File: config.mk
export PLATFORM = sky130hd
export DESIGN_NAME = tl45_regfile
export DESIGN_NICKNAME = d
export VERILOG_FILES = /design/src/rtl/tl45_regfile.sv
export SDC_FILE = /design/constraint.sdc
export NUM_CORES = 2
export LEC_CHECK = 0
export ABC_AREA = 1
export CORE_UTILIZATION = 45
export CTS_CLUSTER_SIZE = 16
export DETAILED_ROUTE_END_ITERATION = 12
export PLACE_DENSITY_LB_ADDON = 0.3
export SETUP_SLACK_MARGIN = 0.1
export SYNTH_ARGS = -nofsm -noshare
export SYNTH_HDL_FRONTEND = slang
export SYNTH_SLANG_ARGS = --single-unit
File: constraint.sdc
create_clock -name i_clk -period 28.9 [get_ports i_clk]
set_input_delay 2.89 -clock i_clk [delete_from_list [all_inputs] [get_ports i_clk]]
set_output_delay 2.89 -clock i_clk [all_outputs]
set_load 0.01 [all_outputs]
File: src/rtl/tl45_regfile.sv
// TL45 architectural register file: 16 x 32-bit, r0 hardwired to zero, two registered read ports,
// one commit port and a pending-write scoreboard. Define TL45_RF_BYPASS_EN for same-edge commit forwarding.
module tl45_regfile #(
    parameter int DATA_W = 32,
    parameter int REG_AW = 4
) (
    input  logic              i_clk,
    input  logic              i_reset,
    input  logic              i_pipe_stall,
    input  logic              i_rd_en,
    input  logic [REG_AW-1:0] i_sr1,
    input  logic [REG_AW-1:0] i_sr2,
    input  logic              i_claim_en,
    input  logic [REG_AW-1:0] i_claim_reg,
    input  logic              i_rf_en,
    input  logic [REG_AW-1:0] i_rf_reg,
    input  logic [DATA_W-1:0] i_rf_val,
    output logic              o_rd_valid,
    output logic [DATA_W-1:0] o_sr1_val,
    output logic [DATA_W-1:0] o_sr2_val,
    output logic              o_sr1_busy,
    output logic              o_sr2_busy
);

    localparam int NREG = 1 << REG_AW;

    logic [DATA_W-1:0] regs [NREG];
    logic [NREG-1:0]   busy;
    logic [REG_AW-1:0] sr1_q, sr2_q;

    logic [REG_AW-1:0] rd_a1, rd_a2;
    logic [DATA_W-1:0] rd_v1, rd_v2;
    logic              rd_b1, rd_b2;
    logic              commit;
    logic              claim;

    assign commit = i_rf_en && (i_rf_reg != '0);
    assign claim  = i_claim_en && !i_pipe_stall && (i_claim_reg != '0);

    // While stalled the latched addresses are re-read so values and busy flags track late commits.
    always_comb begin
        rd_a1 = i_pipe_stall ? sr1_q : i_sr1;
        rd_a2 = i_pipe_stall ? sr2_q : i_sr2;

        rd_v1 = (rd_a1 == '0) ? '0 : regs[rd_a1];
        rd_v2 = (rd_a2 == '0) ? '0 : regs[rd_a2];
`ifdef TL45_RF_BYPASS_EN
        if (commit && (i_rf_reg == rd_a1)) rd_v1 = i_rf_val;
        if (commit && (i_rf_reg == rd_a2)) rd_v2 = i_rf_val;
`endif

        // A commit this cycle clears the bit; a claim this cycle only shows up next cycle.
        rd_b1 = (rd_a1 != '0) && busy[rd_a1] && !(i_rf_en && (i_rf_reg == rd_a1));
        rd_b2 = (rd_a2 != '0) && busy[rd_a2] && !(i_rf_en && (i_rf_reg == rd_a2));
    end

    always_ff @(posedge i_clk or posedge i_reset) begin
        if (i_reset) begin
            // NOTE: the storage array is plain flops here, so it is reset like any other state.
            for (int i = 0; i < NREG; i++) regs[i] <= '0;
            busy       <= '0;
            sr1_q      <= '0;
            sr2_q      <= '0;
            o_rd_valid <= 1'b0;
            o_sr1_val  <= '0;
            o_sr2_val  <= '0;
            o_sr1_busy <= 1'b0;
            o_sr2_busy <= 1'b0;
        end else begin
            if (commit) regs[i_rf_reg] <= i_rf_val;

            // NOTE: the later non-blocking assignment wins, so a same-cycle claim overrides the commit clear.
            if (commit) busy[i_rf_reg]  <= 1'b0;
            if (claim)  busy[i_claim_reg] <= 1'b1;

            if (!i_pipe_stall) begin
                o_rd_valid <= i_rd_en;
                if (i_rd_en) begin
                    sr1_q <= i_sr1;
                    sr2_q <= i_sr2;
                end
            end

            if (i_pipe_stall || i_rd_en) begin
                o_sr1_val  <= rd_v1;
                o_sr2_val  <= rd_v2;
                o_sr1_busy <= rd_b1;
                o_sr2_busy <= rd_b2;
            end
        end
    end

endmodule

=== After elaboration in Yosys (flattened, before gate mapping) ===
Cells that the tools add are included.

* Muxes and demuxes: 23
* Shift operators: 0
* Reduce and logical (&&, ||, !) cells: 23
* Add/sub/neg operators: 0
* Bitwise gates (word level): 7
* $mul: 0
* Magnitude comparators: 10
* Div/mod/pow operators: 0
* Equal/unequal tests: 2

{| class="wikitable"
|+ Operator list
! kind !! count
|-
| bitwise mux 512 bit || 1
|-
| binary-select mux 32 bit (select 4 bit) || 2
|-
| two-way mux 32 bit || 7
|-
| demux 32 bit (select 4 bit) || 1
|-
| two-way mux 16 bit || 2
|-
| less-than comparator 4 x 5 -> 1 bit, second input constant || 4
|-
| AND 16 bit || 1
|-
| NOT 16 bit || 1
|-
| bitwise OR 16 bit || 1
|-
| nonzero test 4 bit || 4
|-
| >= comparator 5 bit, second input constant || 3
|-
| NOT 4 -> 5 bit || 3
|-
| logical AND 1 bit || 12
|-
| binary-select mux 1 bit (select 4 bit) || 2
|-
| demux 1 bit (select 4 bit) || 2
|-
| equality test 4 bit || 2
|-
| >= comparator 4 x 1 -> 1 bit, second input constant || 2
|-
| logical NOT 4 bit || 2
|-
| two-way mux 4 bit || 2
|-
| less-than comparator 5 x 1 -> 1 bit, second input constant || 1
|-
| two-way mux 1 bit || 4
|-
| logical NOT 1 bit || 3
|-
| AND reduction 2 bit || 1
|-
| logical OR 1 bit || 1
|-
| NOT 1 bit || 1
|}

* Output and inout port bits: 67
* Input port bits: 54
* Bits in registers: 603
* Bits in writable memories: 0
* Word-level logic and storage cells: 89
* Bits in read-only memories: 0
* Bits in latches: 0
* Memories: 0

=== Depth between registers and ports, before layout ===
* Word-level depth: 9
* Gate-level depth with buffers: 14
* Mapped depth without buffers: 11

=== Worst setup path before layout ===
OpenSTA, ideal clock, no wires.

* Path kind: input -> register
* Start point: in i_pipe_stall
* End point: reg o_sr1_val[10]
* Data required time: 28.783 ns
* Data arrival time: 3.993 ns
* Slack: 24.789 ns
* Path buffers: 4
* Stages on the path: 12
* Setup time: 0.117 ns
* Path through: buf_6 -> inv_4 -> buf_6 -> nand2_1 -> nand2_2 -> buf_4 -> buf_2 -> nand3_1 -> nand3_1 -> nand3_1 -> nand3_1 -> nand2_1

* Cells in the longest elaborated chain, start to end: 6
* Elaborated cells between the ends (all ways): 8
* Those cells by class: mux (5); bitwise (1); reduce/logical (2)

{| class="wikitable"
|+ Ends and longest elaborated chain
! item !! line !! RTL
|-
| start: declaration || 9 || <nowiki>input logic i_pipe_stall,</nowiki>
|-
| two-way mux 4 bit || 42 || <nowiki>rd_a1 = i_pipe_stall ? sr1_q : i_sr1;</nowiki>
|-
| NOT 4 -> 5 bit (implied by the code) || 45 || <nowiki>rd_v1 = (rd_a1 == '0) ? '0 : regs[rd_a1];</nowiki>
|-
| binary-select mux 32 bit (select 4 bit) || 45 ||
|-
| two-way mux 32 bit (implied by the code) (2 in series) || 45 ||
|-
| two-way mux 32 bit || 45 ||
|-
| end signal: assignment || 85 || <nowiki>o_sr1_val <= rd_v1;</nowiki>
|-
| end: declaration || 19 || <nowiki>output logic [DATA_W-1:0] o_sr1_val,</nowiki>
|}

Several ways; a longest one is shown, not always the timed one. The select of a mux whose other input is x is not followed.
A chain may end at the register's enable or synchronous reset.

=== Final worst setup path ===
* Start point: in i_pipe_stall
* End point: reg o_sr2_val[26]

* Cells in the longest elaborated chain, start to end: 6
* Elaborated cells between the ends (all ways): 8
* Those cells by class: mux (5); bitwise (1); reduce/logical (2)

{| class="wikitable"
|+ Ends and longest elaborated chain
! item !! line !! RTL
|-
| two-way mux 4 bit || 43 || <nowiki>rd_a2 = i_pipe_stall ? sr2_q : i_sr2;</nowiki>
|-
| NOT 4 -> 5 bit (implied by the code) || 46 || <nowiki>rd_v2 = (rd_a2 == '0) ? '0 : regs[rd_a2];</nowiki>
|-
| binary-select mux 32 bit (select 4 bit) || 46 ||
|-
| two-way mux 32 bit (implied by the code) (2 in series) || 46 ||
|-
| two-way mux 32 bit || 46 ||
|-
| end signal: assignment || 86 || <nowiki>o_sr2_val <= rd_v2;</nowiki>
|-
| end: declaration || 20 || <nowiki>output logic [DATA_W-1:0] o_sr2_val,</nowiki>
|}

Several ways; a longest one is shown, not always the timed one. The select of a mux whose other input is x is not followed.

==> results.tsv <==
metric	value	unit
power.internal	0.001806	W
fp.dieH	267.6	microns
p_sw_share	33.24	%
worst_path_max_delay_cell	buf_4	
synth-async-reset-ratio	100.0	%
setup_tns	0	ns
crit_type	input port to register	
clockRootBuffer	clkbuf_16	
r2r-start	sr2_q[0]	
yosys-top-cells-area	dfrtp_1 (48%), nand2_1 (18%), nand3_1 (17%)	
grt_pass1_vias	28810	
final_nets	4285	
remaining_drc_errors	0	
antenna_cells	0	
yosys.area.top_type	dfrtp_1	
ys_ff_latch	603	
worst-path-buf-inv	6	
relSlewSlack	10.88	%
drv_slew	0	
rsz0062_at_grt	false	
drive_gt1_share	4.925	%
worstPathCellList	clkdlybuf4s50_1 -> inv_4 -> nand2_2 -> buf_4 -> nand2_4 -> buf_4 -> buf_4 -> buf_4 -> nand2_1 -> nand3_1 -> nand3_1 -> nand3_1 -> nand3_1 -> nand2_1	
yosysMostFrequentCell	nand2_1	
p_leak	15.88	nW
ys_seq_area_share	47.55	%
hpwlAfterDp	54.37	mm
grt_max_degree	194	
critPathArrivalTime	8.39	ns
crit_family	buffers and inverters	
yosys_warnings	0	
grt_overflow	0	
synth.net_count	4438	
grt_usage	30.91	%
postRouteAntennaNets	0	
fin_crit_sh	27.13	%
drt-total-wl	110.2	mm
synth.cell_area	31740	sq um
clockBufferDepth	3	
worstPathRequired	29.45	ns
wl_per_cell	21.10	microns
setup.worst_path.start	i_pipe_stall	
max_stage_delay	1.14	ns
cp-end-kind	register	
synth_ff_type	dfrtp_1	
cts_made_buffers	69	
via_count	30680	
p_comb_share	23.1	%
core_region_area	69910	sq um
drt_iter0_drc	4145	
syn_inst	4384	
maxCapViolCount	0	
holdCritPathClass	register to register	
first_pass_iters	8	
via_per_inst	5.872	
ctsHoldBuffers	0	
area_growth	10.93	%
initial_core_util	45.40	%
post_cts_buffers	0	
antenna_found_initial	0	
tightest_slew	1.337	ns
grt_pass1_wl	171.3	mm
clkTransAtPathRegs	0.06	ns
h-tree-depth	3	
cts_sinks	603	
cts_tree	built	
clock_skew	0.02794	ns
die_w	267.6	microns
synth_common_cells	nand2_1 (1,509), nand3_1 (1,076), dfrtp_1 (603)	
finalSetupViolations	0	
min_from	regs[510]	
clkLatencyLatePin	0.63	ns
rows	97	
peakVddDrop	0.04349	mV
crit_fanout	107	
holdWs	0.3830	ns
status	finished clean	
p_seq_share	42.8	%
synth_top_area_share	47.55	%
pwr_density_cell	76.84	nW/um^2
hold_viol_final	0	
syn_area_per_cell	7.239	sq um
p_sw	0.0008993	W
p_total	0.002705	W
routabilityCongestion	0.8381	
num_io_pins	121	
max_freq	127.6	MHz
ys_types	30	
final.min_clock_period	7.840	ns
post_cts_resized	0	
die-area	71590	sq um
startpoint_type	input port	
synth_edf_count	0	
port_buffers	120	
pwr-share-clk	34.1	%
==> cells by family (layout without fill, tap and decap cells) <==
family | count (synthesis) | in the layout | synth area share (%)
simple gates | 2793 | 2793 | 37.55
buf+inv | 475 | 375 | 6.683
mux | 1 | 1 | 0.03548
xor+xnor | 1 | 1 | 0.02760
flops | 603 | 603 | 47.55
compound gates | 511 | 511 | 8.161
==> stage by stage <==
stage,worst slack [ns],cell area [sq um],util [%],cells
after floorplan,9.130,31740,-,4384
after global placement,20.82,32830,46.97,5100
after detailed placement,20.67,32830,46.97,5100
final,21.06,35200,50.36,5224
after global routing,20.95,35200,50.36,5224
after CTS,21.31,35200,50.36,5224
==> power groups by stage <==
stage                     Sequential, W  Clock (W)  Combinational (W)
after detailed placement        0.00116          0           0.000617
after global routing            0.00118   0.000966           0.000699
final                           0.00116   0.000923           0.000625
after global placement          0.00116          0           0.000602
after CTS                       0.00115   0.000932           0.000620
after floorplan                 0.00114          0           0.000431
==> worst reg2reg max path, stage by stage (launching register included) <==
cell and delay [ns]:
dfrtp_1 0.39, nand2_2 0.06, buf_4 0.38, nand2_4 0.59, buf_4 0.75, buf_4 1.15, buf_4 0.74, nand2_1 0.15
nand3_1 0.12, nand3_1 0.09, nand3_1 0.12, nand3_1 0.08, nand2_1 0.08
==> registers in the layout (all words and copies together) (netlist names) <==
name,cells
busy,16
o_rd_valid,1
o_sr1_busy,1
o_sr1_val,32
o_sr2_busy,1
o_sr2_val,32
regs,512
sr1_q,4
sr2_q,4
==> cell type report <==
cell class | count | area, sq um
multi-input cells | 3306 | 14650
fillers | 6850 | 34700
flip-flops and latches | 603 | 15090
clock inverters | 19 | 272.8
clock buffers | 105 | 2097
inverters | 85 | 331.6
well taps | 940 | 1176
repair buffers | 166 | 1584
==> cells in the final DEF, fill, tap and decap left out, types with 2 or more instances in the layout <==
master,count
clkbuf_1,17
nand2_2,8
inv_1,62
nand3_1,1076
nand2_8,4
o21ai_0,292
o21ai_1,57
bufinv_16,6
nor2_4,7
buf_4,43
inv_2,19
inv_6,2
buf_12,3
nor2_2,5
clkbuf_16,73
clkdlybuf4s50_1,120
dfrtp_1,603
clkinv_2,10
clkinvlp_4,2
nand2_4,5
clkbuf_8,15
a21oi_1,156
nand2_1,1505
nor2_1,181
==> final timing paths <==
kind | endpoint | slack [ns] | depth (start not counted)
setup reg to reg | o_sr2_val[26] | 24.14 | 12
min in group asynchronous | o_rd_valid | 2.85 | 2
hold / removal | regs[510] | 0.38 | 0
setup / recovery | o_sr2_val[26] | 21.06 | 14
max in group asynchronous | regs[44] | 23.78 | 4
hold reg to reg | regs[510] | 0.38 | 0
==> layer usage <==
metal | vias to the layer above | track usage (%) | part of all wire, %
li1 | 14130 | - | -
met2 | 1738 | 48.56 | 45
met1 | 14490 | 42.13 | 41
met3 | 315 | 5.388 | 9.8
met4 | 0 | 12.82 | 4.3
met5 | - | 0 | 0
(Power assumes the default switching activity.)
